==> config.mk <==
export PLATFORM = sky130hd
export DESIGN_NAME = music_player_flat
export DESIGN_NICKNAME = d
export VERILOG_FILES = /design/src/rtl/music_player_if.sv /design/src/rtl/music_player.sv /design/src/flat_wrapper.sv
export SDC_FILE = /design/constraint.sdc
export NUM_CORES = 1
export LEC_CHECK = 0
export BUFFER_PORTS_ARGS = -buffer_cell sky130_fd_sc_hd__buf_2
export CELL_PAD_IN_SITES_DETAIL_PLACEMENT = 0
export CELL_PAD_IN_SITES_GLOBAL_PLACEMENT = 1
export CORE_MARGIN = 3
export CORE_UTILIZATION = 48
export DETAILED_ROUTE_END_ITERATION = 6
export PLACE_DENSITY_LB_ADDON = 0.2
export SLEW_MARGIN = 20
export SYNTH_ARGS = -nofsm -noshare
export SYNTH_HDL_FRONTEND = slang
export SYNTH_SLANG_ARGS = --single-unit
==> constraint.sdc <==
create_clock -name clk -period 5.6 [get_ports clk]
set_input_delay 0.28 -clock clk [delete_from_list [all_inputs] [get_ports clk]]
set_output_delay 0.28 -clock clk [all_outputs]
set_load 0.02 [all_outputs]
==> src/rtl/music_player_if.sv <==
// Handshake and ROM bus between the button logic, the song ROM and
// music_player. The player sits on the slave side.
interface music_player_if;
    logic       play;
    logic       stop;
    logic [7:0] adrs;
    logic [5:0] note;
    logic       speaker;
    logic       busy;
    logic       done;

    modport master (
        output play,
        output stop,
        output note,
        input  adrs,
        input  speaker,
        input  busy,
        input  done
    );

    modport slave (
        input  play,
        input  stop,
        input  note,
        output adrs,
        output speaker,
        output busy,
        output done
    );
endinterface

==> src/rtl/music_player.sv <==
// Song ROM sequencer and square-wave tone generator.
// Define MUSIC_PLAYER_LOOP_EN to loop the song until stop.
module music_player #(
    parameter int BEAT_DIV  = 12_500_000,
    parameter int LAST_ADRS = 242
) (
    input  logic          clk,
    input  logic          rst_n,
    music_player_if.slave bus
);

    localparam int SW = (BEAT_DIV > 1) ? $clog2(BEAT_DIV) : 1;
    localparam logic [SW-1:0] STEP_LAST = SW'(BEAT_DIV - 1);
    localparam logic [7:0]    ADRS_LAST = 8'(LAST_ADRS);

    typedef enum logic [1:0] {
        IDLE,
        FETCH,
        LOAD,
        PLAY
    } state_t;

    state_t        state;
    logic [SW-1:0] step_cnt;
    logic [5:0]    cur_note;
    logic [19:0]   tone_cnt;
    logic [7:0]    adrs_q;
    logic          speaker_q;
    logic          busy_q;
    logic          done_q;

    logic [2:0]    oct;
    logic [3:0]    semi;
    logic [19:0]   base;
    logic [19:0]   half_per;
    logic          tone_wrap;

    assign bus.adrs    = adrs_q;
    assign bus.speaker = speaker_q;
    assign bus.busy    = busy_q;
    assign bus.done    = done_q;

    // Split the note code into octave and semitone without a divider.
    always_comb begin
        oct  = 3'd0;
        semi = 4'(cur_note);
        unique case (1'b1)
            (cur_note >= 6'd60): begin
                oct  = 3'd5;
                semi = 4'(cur_note - 6'd60);
            end
            (cur_note >= 6'd48) && (cur_note < 6'd60): begin
                oct  = 3'd4;
                semi = 4'(cur_note - 6'd48);
            end
            (cur_note >= 6'd36) && (cur_note < 6'd48): begin
                oct  = 3'd3;
                semi = 4'(cur_note - 6'd36);
            end
            (cur_note >= 6'd24) && (cur_note < 6'd36): begin
                oct  = 3'd2;
                semi = 4'(cur_note - 6'd24);
            end
            (cur_note >= 6'd12) && (cur_note < 6'd24): begin
                oct  = 3'd1;
                semi = 4'(cur_note - 6'd12);
            end
            (cur_note < 6'd12): begin
                oct  = 3'd0;
                semi = 4'(cur_note);
            end
            default: begin
                oct  = 3'd0;
                semi = 4'd0;
            end
        endcase
    end

    // Octave-0 half-periods (C2 upward) in clk cycles.
    always_comb begin
        base = 20'd764468;
        case (semi)
            4'd0:    base = 20'd764468;
            4'd1:    base = 20'd721542;
            4'd2:    base = 20'd681050;
            4'd3:    base = 20'd642821;
            4'd4:    base = 20'd606748;
            4'd5:    base = 20'd572704;
            4'd6:    base = 20'd540567;
            4'd7:    base = 20'd510221;
            4'd8:    base = 20'd481579;
            4'd9:    base = 20'd454545;
            4'd10:   base = 20'd429033;
            4'd11:   base = 20'd404956;
            default: base = 20'd764468;
        endcase
    end

    assign half_per  = base >> oct;
    assign tone_wrap = (tone_cnt == half_per - 20'd1);

    // Sequencer FSM with the tone counter and registered outputs.
    always_ff @(posedge clk or negedge rst_n) begin
        if (!rst_n) begin
            state     <= IDLE;
            step_cnt  <= '0;
            cur_note  <= 6'd0;
            tone_cnt  <= 20'd0;
            adrs_q    <= 8'd0;
            speaker_q <= 1'b0;
            busy_q    <= 1'b0;
            done_q    <= 1'b0;
        end else begin
            done_q <= 1'b0;

            if (cur_note == 6'd0) begin
                tone_cnt  <= 20'd0;
                speaker_q <= 1'b0;
            end else if (tone_wrap) begin
                tone_cnt  <= 20'd0;
                speaker_q <= ~speaker_q;
            end else begin
                tone_cnt <= tone_cnt + 20'd1;
            end

            if (state != IDLE) begin
                step_cnt <= step_cnt + 1'b1;
            end

            if ((state != IDLE) && bus.stop) begin
                state     <= IDLE;
                step_cnt  <= '0;
                cur_note  <= 6'd0;
                tone_cnt  <= 20'd0;
                speaker_q <= 1'b0;
                busy_q    <= 1'b0;
            end else begin
                unique case (state)
                    IDLE: begin
                        if (bus.play && !bus.stop) begin
                            state     <= FETCH;
                            adrs_q    <= 8'd0;
                            busy_q    <= 1'b1;
                            step_cnt  <= '0;
                            cur_note  <= 6'd0;
                            tone_cnt  <= 20'd0;
                            speaker_q <= 1'b0;
                        end
                    end
                    FETCH: begin
                        state <= LOAD;
                    end
                    LOAD: begin
                        state    <= PLAY;
                        cur_note <= bus.note;
                        if (bus.note != cur_note) begin
                            tone_cnt  <= 20'd0;
                            speaker_q <= 1'b0;
                        end
                    end
                    PLAY: begin
                        if (step_cnt == STEP_LAST) begin
                            step_cnt <= '0;
                            if (adrs_q != ADRS_LAST) begin
                                adrs_q <= adrs_q + 8'd1;
                                state  <= FETCH;
                            end else begin
                                done_q <= 1'b1;
`ifdef MUSIC_PLAYER_LOOP_EN
                                adrs_q <= 8'd0;
                                state  <= FETCH;
`else
                                state     <= IDLE;
                                busy_q    <= 1'b0;
                                cur_note  <= 6'd0;
                                tone_cnt  <= 20'd0;
                                speaker_q <= 1'b0;
`endif
                            end
                        end
                    end
                    default: begin
                        state <= IDLE;
                    end
                endcase
            end
        end
    end

endmodule

==> src/flat_wrapper.sv <==
// flat-port wrapper written by rule: the top's interface ports become plain ports
module music_player_flat 
#(
    parameter int BEAT_DIV  = 12_500_000,
    parameter int LAST_ADRS = 242
)
  (clk, rst_n, bus_play, bus_stop, bus_note, bus_adrs, bus_speaker, bus_busy, bus_done);
  music_player_if bus_i ();
  input  logic clk;
  input  logic rst_n;
  input wire logic [$bits(bus_i.play)-1:0] bus_play;
  input wire logic [$bits(bus_i.stop)-1:0] bus_stop;
  input wire logic [$bits(bus_i.note)-1:0] bus_note;
  output wire logic [$bits(bus_i.adrs)-1:0] bus_adrs;
  output wire logic [$bits(bus_i.speaker)-1:0] bus_speaker;
  output wire logic [$bits(bus_i.busy)-1:0] bus_busy;
  output wire logic [$bits(bus_i.done)-1:0] bus_done;
  assign bus_i.play = bus_play;
  assign bus_i.stop = bus_stop;
  assign bus_i.note = bus_note;
  assign bus_adrs = bus_i.adrs;
  assign bus_speaker = bus_i.speaker;
  assign bus_busy = bus_i.busy;
  assign bus_done = bus_i.done;
  music_player #(.BEAT_DIV(BEAT_DIV), .LAST_ADRS(LAST_ADRS)) u_core (.clk(clk), .rst_n(rst_n), .bus(bus_i));
endmodule
Word level (Yosys, flattened, before mapping)
Memory sizes are Yosys's and may differ from the RTL's.
Cells that the tools add are included.
{"block": "classes", "add_sub_neg": 9, "magnitude_cmp": 10, "n_eq_ne": 13, "shifts": 1, "n_mux": 46, "n_bitwise": 2, "n_reduce_logical": 17}
{"operator": "20-bit two-way mux", "n": 7}
{"operator": "24-bit two-way mux", "n": 4}
{"operator": "20-bit case mux with 3 select lines", "n": 1}
{"operator": "24-bit case mux with 2 select lines", "n": 1}
{"operator": "24-bit by 1-bit adder with 24-bit output (second input constant)", "n": 1}
{"operator": "24-bit == test (second input constant)", "n": 1}
{"operator": "6-bit two-way mux", "n": 4}
{"operator": "8-bit two-way mux", "n": 3}
{"operator": "4-bit case mux with 6 select lines", "n": 1}
{"operator": "20-bit by 1-bit adder with 20-bit output (second input constant)", "n": 1}
{"operator": "20-bit == test", "n": 1}
{"operator": "20-bit by 3-bit right shift with 20-bit output", "n": 1}
{"operator": "20-bit by 1-bit subtractor with 20-bit output (second input constant)", "n": 1}
{"operator": "6-bit greater-or-equal comparator (second input constant)", "n": 3}
{"operator": "6-bit less-than comparator (second input constant)", "n": 3}
{"operator": "6-bit case mux with 3 select lines", "n": 1}
{"operator": "1-bit two-way mux", "n": 16}
{"operator": "8-bit case mux with 2 select lines", "n": 1}
{"operator": "3-bit case mux with 5 select lines", "n": 1}
{"operator": "4-bit subtractor (second input constant)", "n": 3}
{"operator": "8-bit by 1-bit adder with 8-bit output (second input constant)", "n": 1}
{"operator": "8-bit != test (second input constant)", "n": 1}
{"operator": "2-bit case mux with 4 select lines", "n": 1}
{"operator": "4-bit AND reduction", "n": 2}
{"operator": "other kinds (25)", "n": 38}
{"block": "totals", "reg_bits": 63, "romBits": 320, "input_bits": 10, "output_inout_bits": 11, "wordCells": 107, "n_memories": 1}
{"name": "(name not given)", "depth": 16, "word_bits": 20, "read_ports": 1, "rd_clocked_by_memory_dff": 0, "write_ports": 0, "line": "music_player.sv:82", "rtl": "case (semi)"}

Longest topological paths before layout
Gate-level depths: netlist (run 1).
An unclocked memory read counts as a cell.
{"block": "depth", "depth_word": 13, "ltp_mapped": 23, "ltp_nobuf": 17}

Least setup slack after synthesis (run 1)
No wires, ideal clock.
{"block": "synth_timing", "path_kind": "reg-to-reg", "startpoint": "register u_core.cur_note[0]", "endpoint": "register u_core.tone_cnt[13]", "setup_ps": 119, "t_arrival_ps": 4760, "required_time_ps": 5481, "setup_slack_ps": 720, "stages_incl_launch_ff": 23, "path_buffers": 7, "period_less_slack_ps": 4880, "path_cell_list": "dfrtp_1 -> clkbuf_1 -> clkbuf_1 -> buf_2 -> clkbuf_1 -> ha_1 -> clkbuf_1 -> nor2b_1 -> o2bb2a_2 -> a31oi_1 -> a21oi_1 -> and3_1 -> clkbuf_1 -> inv_1 -> ha_1 -> inv_1 -> nor4_1 -> a2111oi_0 -> a2111o_1 -> or4_4 -> o31ai_4 -> buf_6 -> nor2_2"}
{"block": "synth_via", "elab_chain_cells": 13, "elab_cells_between_ends": 35, "cone_classes": "add/sub (6); order compare (10); eq/ne (2); shift (1); mux (10); reduce/logical (5); memory (1)"}
{"element": "start: declaration", "line": "music_player.sv:25", "rtl": "logic [5:0] cur_note;"}
{"element": "start signal: assignment", "line": "music_player.sv:155", "rtl": "cur_note <= bus.note;"}
{"element": "6-bit by 4-bit greater-or-equal comparator with 1-bit output (tied with other cells)", "line": "music_player.sv:64", "rtl": "(cur_note >= 6'd12) && (cur_note < 6'd24): begin"}
{"element": "1-bit logical AND, on equally long branches"}
{"element": "4-bit case mux with 6 select lines", "line": "music_player.sv:47", "rtl": "unique case (1'b1)"}
{"element": "memory 16 x 20 bit"}
{"element": "20-bit by 3-bit right shift with 20-bit output", "line": "music_player.sv:99", "rtl": "assign half_per = base >> oct;"}
{"element": "20-bit by 1-bit subtractor with 20-bit output", "line": "music_player.sv:100", "rtl": "assign tone_wrap = (tone_cnt == half_per - 20'd1);"}
{"element": "20-bit == test", "line": "music_player.sv:100"}
{"element": "20-bit two-way mux", "line": "music_player.sv:119", "rtl": "end else if (tone_wrap) begin"}
{"element": "20-bit two-way mux", "line": "music_player.sv:116", "rtl": "if (cur_note == 6'd0) begin"}
{"element": "20-bit two-way mux", "line": "music_player.sv:164", "rtl": "if (adrs_q != ADRS_LAST) begin"}
{"element": "20-bit two-way mux", "line": "music_player.sv:162", "rtl": "if (step_cnt == STEP_LAST) begin"}
{"element": "20-bit case mux with 3 select lines (*)", "line": "music_player.sv:138", "rtl": "unique case (state)"}
{"element": "20-bit two-way mux (*)", "line": "music_player.sv:130", "rtl": "if ((state != IDLE) && bus.stop) begin"}
{"element": "end signal: assignment", "line": "music_player.sv:123", "rtl": "tone_cnt <= tone_cnt + 20'd1;"}
{"element": "end: declaration", "line": "music_player.sv:26", "rtl": "logic [19:0] tone_cnt;"}
Every way passes the cells marked *; elsewhere a longest branch is shown, timed or not.
A chain may end at the register's enable or synchronous reset.

Worst setup path in the final report (run 1)
{"block": "layout_timing", "startpoint": "register u_core.cur_note[3]", "endpoint": "register u_core.tone_cnt[10]"}
The elaborated chain is that of the path after synthesis.

==> flow_metrics.env, run 1 <==
export IMPL_start_util_pct=49.1
export IMPL_globalRouteOverflowTotal=0
export IMPL_first_pass_iters=5
export IMPL_ys_types=97
export IMPL_port_buffers=20
export IMPL_total_power_uw=4770
export IMPL_synth_seq_area_share_pct=22.0
export IMPL_gr_usage_all_layers_pct=28.7
export IMPL_rows=44
export IMPL_layout_drive_gt1_share_pct=13.5
export IMPL_grt_first_pass_wirelength_um=37700
export IMPL_wl_per_cell_um=21.0
export IMPL_fillers=1408
export IMPL_synthArstFlopShare_pct=100
export IMPL_nets=950
export IMPL_area_delta_synth_final_pct=6.71
export IMPL_final_antenna_net_count=0
export IMPL_min_period_ns=5.25
export IMPL_status="completed"
export IMPL_final_util_pct=52.4
export IMPL_maxCapViolCount=0
export IMPL_fin_tns_setup_ns=0
export IMPL_p_comb_share_pct=75.3
export IMPL_ff2ff_path_depth=17
export IMPL_die_area_mm2=0.0164
export IMPL_yosysMostFrequentCell="nand2_1"
export IMPL_post_cts_buffers=0
export IMPL_ctsResizeCount=0
export IMPL_ys_ff_latch=63
export IMPL_cts_tree="done"
export IMPL_synth_edf_count=0
export IMPL_internal_power_uw=2140
export IMPL_ff2ff_setup_slack_ns=0.35
export IMPL_yosysWarnings=0
export IMPL_whs_ns=0.0772
export IMPL_cp_data_required_time_ns=5.83
export IMPL_coreArea_mm2=0.0146
export IMPL_grt_pass1_vias=7067
export IMPL_syn_inst=934
export IMPL_gp_congestion=1.01
export IMPL_critical_path_startpoint_type="flip-flop"
export IMPL_crit_buf_inv=4
export IMPL_max_stage_delay_ns=0.79
export IMPL_hpwlAfterDp_um=17200
export IMPL_yosys_area_top_type="dfrtp_1"
export IMPL_clk_pin_slew_ns=0.06
export IMPL_cts_path_max_buffers=2
export IMPL_clk_latency_ns=0.34
export IMPL_vias=7376
export IMPL_slew_violations=0
export IMPL_timing_final_crit_share_pct=93.8
export IMPL_cts_max_level=3
export IMPL_routed_wl_um=23400
export IMPL_antenna_cells=0
export IMPL_hold_class="in2async"
export IMPL_worstPathCellList="buf_4 -> xnor2_1 -> a221oi_1 -> o32ai_1 -> o22ai_1 -> and3_1 -> inv_1 -> ha_1 -> inv_1 -> o21ai_0 -> a311oi_1 -> a2111oi_0 -> a2111o_1 -> or4_4 -> o31ai_4 -> buf_12 -> nor2_2"
export IMPL_ios=21
export IMPL_ir_drop_v=0.000335
export IMPL_syn_area_mm2=0.00716
export IMPL_root_buffer="clkbuf_16"
export IMPL_seq_area_mm2=0.00158
export IMPL_drt_initial_drc_count=839
export IMPL_syn_nets=962
export IMPL_drc_errors=0
export IMPL_p_leak_uw=0.00292
export IMPL_setup_viol_count_final=0
export IMPL_cp_arrival_ns=5.48
export IMPL_p_sw_share_pct=55.1
export IMPL_grt_max_degree=64
export IMPL_critPathMaxFanout=36
export IMPL_timing_rr_start="u_core.cur_note[3]"
export IMPL_r2r_end="u_core.tone_cnt[10]"
export IMPL_synth_top_cell_area_share_pct=22.0
export IMPL_crit_family="compound AO/OA/AOI/OAI gates"
export IMPL_cts_made_buffers=9
export IMPL_cp_common_cell="inv_1"
export IMPL_powerDensity_mw_per_mm2=625
export IMPL_clkPwrFrac_pct=12.0
export IMPL_path_class="reg2reg"
export IMPL_max_freq_ghz=0.190
export IMPL_routed_via_density=6.64
export IMPL_synthTopCellsByCount="nand2_1, nor2_1, a21oi_1, dfrtp_1, o21ai_0"
export IMPL_rsz0062_at_grt="no"
export IMPL_antenna_found_initial=0
export IMPL_netlist_top_cells_area="dfrtp_1, nand2_1, a21oi_1"
export IMPL_slew_headroom_pct=29.3
export IMPL_cp_slowest_cell="dfrtp_2"
export IMPL_cts_hold_buf=0
export IMPL_die_width_um=128
export IMPL_ys_flop_type="dfrtp_1"
export IMPL_endpoint_kind="flip-flop"
export IMPL_seq_power_share_pct=12.7
export IMPL_syn_avg_cell_area_um2=7.67
export IMPL_tightest_slew_ns=1.06
export IMPL_p_sw_uw=2630
export IMPL_dieHeight_um=128
export IMPL_cts_sinks=63
export IMPL_hold_viol=0
export IMPL_fin_skew_ns=0.00741
export IMPL_multi_input_area_mm2=0.00508
-- flip-flops by register name, summed over array words and instances, names as in the netlist --
signal,flops
u_core.step_cnt,24
u_core.state,2
u_core.bus.adrs,8
u_core.bus.done,1
u_core.cur_note,6
u_core.tone_cnt,20
u_core.bus.busy,1
u_core.bus.speaker,1
-- through the flow --
step	area [um2]	setup WS [ns]	cells
6_report	7640	0.349	1111
4_1_cts	7640	0.464	1111
3_5_place_dp	7340	0.465	1095
3_3_place_gp	7340	0.506	1095
5_1_grt	7640	0.0975	1111
2_1_floorplan	7160	0.720	934
-- cell usage in the layout, fill, tap and decap left out, types with 22 or more instances in the layout --
master and instances:
buf_4 29, nand2_1 85, dfrtp_1 59, nor2_1 75
a21oi_1 63, xnor2_1 25, nand3_1 41, inv_1 22
o21ai_0 62, xor2_1 32
-- how the worst max path moves through the flow --
stage	start	endpoint	slack (ns)	cells after the start
2_1_floorplan	u_core.cur_note[0]	u_core.tone_cnt[13]	0.72	22
3_3_place_gp	u_core.cur_note[3]	u_core.tone_cnt[5]	0.51	17
3_5_place_dp	u_core.cur_note[3]	u_core.tone_cnt[10]	0.47	17
4_1_cts	u_core.cur_note[3]	u_core.tone_cnt[16]	0.46	17
5_1_grt	u_core.cur_note[3]	u_core.tone_cnt[10]	0.1	17
6_report	u_core.cur_note[3]	u_core.tone_cnt[10]	0.35	17
-- worst register-to-register path, stage by stage, from the launching register on --
cell	delay, ns
dfrtp_2	0.79
buf_4	0.27
xnor2_1	0.19
a221oi_1	0.63
o32ai_1	0.28
o22ai_1	0.20
and3_1	0.32
inv_1	0.08
ha_1	0.26
inv_1	0.16
o21ai_0	0.11
a311oi_1	0.25
a2111oi_0	0.10
a2111o_1	0.47
or4_4	0.53
o31ai_4	0.23
buf_12	0.22
nor2_2	0.06
-- final cells by class --
type	instances	share of cell area [%]
inverters	24	1.18
flip-flops and latches	63	20.7
well taps	184	3.01
clock inverters	5	0.737
repair buffers	51	4.68
multi-input cells	773	66.5
clock buffers	11	3.18
-- routing by layer --
layer / part of all wire, % / up-vias / track usage, %
met1: 44 / 3579 / 39.4
met4: 3.7 / 0 / 12.6
met5: 0 / - / 0
met2: 45 / 319 / 44.5
li1: - / 3432 / -
met3: 7.2 / 46 / 4.71
-- cells by family after synthesis --
kind of cell    synth area share [%]
mux                             2.38
simple gates                    29.1
flops                           22.0
xor+xnor                        7.43
compound gates                  28.9
buf+inv                         7.04
fa+ha+maj                       3.15
-- power by group through the flow --
stage,registers [uW],logic (uW),clock network [uW]
after floorplan,537,2730,0
after global placement,608,3480,0
after detailed placement,609,3490,0
after CTS,601,3510,586
after global routing,613,3910,609
final,605,3590,573
No activity file was read; power rests on OpenSTA's default activity.
==> run 2, diff against run 1 <==
--- a/config.mk
+++ b/config.mk
@@ -8,6 +8,7 @@
 export BUFFER_PORTS_ARGS = -buffer_cell sky130_fd_sc_hd__buf_2
 export CELL_PAD_IN_SITES_DETAIL_PLACEMENT = 0
 export CELL_PAD_IN_SITES_GLOBAL_PLACEMENT = 1
+export CORE_ASPECT_RATIO = 1.4
 export CORE_MARGIN = 3
 export CORE_UTILIZATION = 48
 export DETAILED_ROUTE_END_ITERATION = 6
==> run 2 against run 1 <==
Combinational power rose by 4%. Die area rose by 0.12%. Global-route usage rose by 3.6 points. Total power rose by 2.6%. Hold slack improved by 0.038 ns. Utilization rose by 0.38 points. Final cell count rose by 0.72%. Critical path type unchanged. Register-to-register slack got worse by 0.15 ns. Highest routed layer is now met5. Non-clock buffer count rose by 3.
==> flow_metrics.env, run 2 (same netlist as run 1, synthesis figures left out) <==
export IMPL_wl_per_cell_um=23.3
export IMPL_final_antenna_net_count=0
export IMPL_drt_initial_drc_count=745
export IMPL_post_dp_cell_area_mm2=0.00736
export IMPL_cts_tree="done"
export IMPL_cts_path_max_buffers=2
export IMPL_grt_first_pass_wirelength_um=41000
export IMPL_crit_buf_inv=4
export IMPL_gp_congestion=1.07
export IMPL_cp_arrival_ns=5.60
export IMPL_layout_common_cells="nand2_1, nor2_1, a21oi_1, o21ai_0, dfrtp_1"
export IMPL_cp_num_cells=18
export IMPL_grt_max_degree=64
export IMPL_layout_drive_gt1_share_pct=13.9
export IMPL_critPathMaxFanout=20
export IMPL_nets=953
export IMPL_dieHeight_um=151
export IMPL_final_cell_area_mm2=0.00765
export IMPL_cts_sinks=63
export IMPL_fillers=1420
export IMPL_max_stage_delay_ns=0.56
export IMPL_timing_final_crit_share_pct=96.5
export IMPL_first_pass_iters=6
export IMPL_rows=52
export IMPL_final_util_pct=52.8
export IMPL_top_register="u_core.step_cnt"
export IMPL_root_buffer="clkbuf_16"
export IMPL_cts_hold_buf=0
export IMPL_routed_via_density=6.78
export IMPL_area_delta_synth_final_pct=6.90
export IMPL_setup_viol_count_final=0
export IMPL_hold_class="in2async"
export IMPL_start_util_pct=49.4
export IMPL_die_area_mm2=0.0164
export IMPL_clk_latency_ns=0.33
export IMPL_cts_made_buffers=9
export IMPL_endpoint_kind="flip-flop"
export IMPL_timing_rr_start="u_core.cur_note[0]"
export IMPL_fin_skew_ns=0.0104
export IMPL_ff2ff_setup_slack_ns=0.20
export IMPL_die_width_um=109
export IMPL_vias=7584
export IMPL_status="completed"
export IMPL_globalRouteOverflowTotal=0
export IMPL_pre_cts_ws_ns=0.321
export IMPL_tightest_slew_ns=1.03
export IMPL_max_freq_ghz=0.185
export IMPL_cp_common_cell="inv_1"
export IMPL_gr_usage_all_layers_pct=32.3
export IMPL_powerDensity_mw_per_mm2=640
export IMPL_port_buffers=20
export IMPL_slew_violations=0
export IMPL_r2r_end="u_core.tone_cnt[16]"
export IMPL_ir_drop_v=0.000348
export IMPL_layout_commonest_cell="nand2_1"
export IMPL_maxCapViolCount=0
export IMPL_cts_max_level=3
export IMPL_total_power_uw=4900
export IMPL_coreArea_mm2=0.0145
export IMPL_worstPathCellList="inv_1 -> ha_1 -> nand2_1 -> o221ai_1 -> a31oi_1 -> o211ai_1 -> and3_1 -> inv_1 -> ha_1 -> inv_1 -> o21ai_0 -> a311oi_1 -> a2111oi_0 -> a2111o_1 -> or4_4 -> o31ai_4 -> buf_4 -> nor2_2"
export IMPL_cp_data_required_time_ns=5.80
export IMPL_hpwlAfterDp_um=19000
export IMPL_routed_wl_um=26100
export IMPL_post_cts_buffers=0
export IMPL_critical_path_startpoint_type="flip-flop"
export IMPL_antenna_found_initial=1
export IMPL_ios=21
export IMPL_cp_slowest_cell="ha_1"
export IMPL_antenna_cells=0
export IMPL_min_period_ns=5.40
export IMPL_ff2ff_path_depth=18
export IMPL_slew_headroom_pct=31.0
export IMPL_crit_family="compound AO/OA/AOI/OAI gates"
export IMPL_p_leak_uw=0.00293
export IMPL_clk_pin_slew_ns=0.06
export IMPL_largest_register_ffs=24
export IMPL_fin_tns_setup_ns=0
export IMPL_rsz0062_at_grt="no"
export IMPL_worst_slack_ns=0.199
export IMPL_drc_errors=0
export IMPL_hold_viol=0
export IMPL_grt_pass1_vias=7389
export IMPL_path_class="reg2reg"
[run 2: cell types whose count changed in the layout (fill, tap and decap cells not counted)]
| cell | previous run | this run |
|---|---|---|
| clkinv_4 | 0 | 1 |
| clkbuf_8 | 1 | 0 |
| inv_6 | 1 | 0 |
| clkinv_2 | 2 | 3 |
| buf_4 | 29 | 33 |
| a221oi_1 | 9 | 8 |
| buf_12 | 2 | 1 |
| a221oi_2 | 0 | 1 |
[run 2: worst reg2reg max path, delay by kind of cell (launching register included)]
| kind | cells | cell delay (ns) |
|---|---|---|
| AND/OR/NAND/NOR | 4 | 1.16 |
| flip-flops | 1 | 0.51 |
| AO/OA/AOI/OAI | 8 | 2.10 |
| buffers and inverters | 4 | 0.68 |
| adder cells (fa/ha/maj) | 2 | 0.83 |
[run 2: cell type report]
class                   count  area [um2]  area share, %
flip-flops and latches     63        1580           20.7
well taps                 189         236           3.09
clock inverters             6        61.3          0.801
repair buffers             54         368           4.81
multi-input cells         773        5090           66.5
clock buffers              10         229           2.99
inverters                  24        90.1           1.18
[run 2: through the flow]
stage	hold slack, ns	instances
finish	0.115	1119
global placement	0.480	1103
detailed placement	0.492	1103
global route	0.173	1119
CTS	0.148	1119
floorplan	-0.0156	934
[run 2: worst max path at each step]
stage                             from             endpoint  slack (ns)
floorplan           u_core.cur_note[0]  u_core.tone_cnt[13]        0.72
global placement    u_core.cur_note[0]   u_core.tone_cnt[8]        0.33
detailed placement  u_core.cur_note[0]   u_core.tone_cnt[4]        0.32
CTS                 u_core.cur_note[0]  u_core.tone_cnt[16]        0.27
global route        u_core.cur_note[0]  u_core.tone_cnt[15]       0.001
finish              u_core.cur_note[0]  u_core.tone_cnt[16]        0.20
[run 2: per-layer routing]
layer / wire, um / track usage (%) / vias to the layer above
met4: 2010 / 22.1 / 2
met5: 16 / 0 / -
li1: - / - / 3453
met1: 9720 / 36.7 / 3620
met3: 1900 / 7.16 / 140
met2: 12500 / 53.2 / 369
[run 2: what timing repair did]
item	4_1_cts	5_1_grt
gates resized for setup	0	1
endpoints found under the hold margin	0	0
setup endpoints to repair	0	4
[run 2: power by group]
group          switching (uW)  internal [uW]
Clock                     205            343
Sequential                119            494
Combinational            2440           1290
Total                    2770           2130
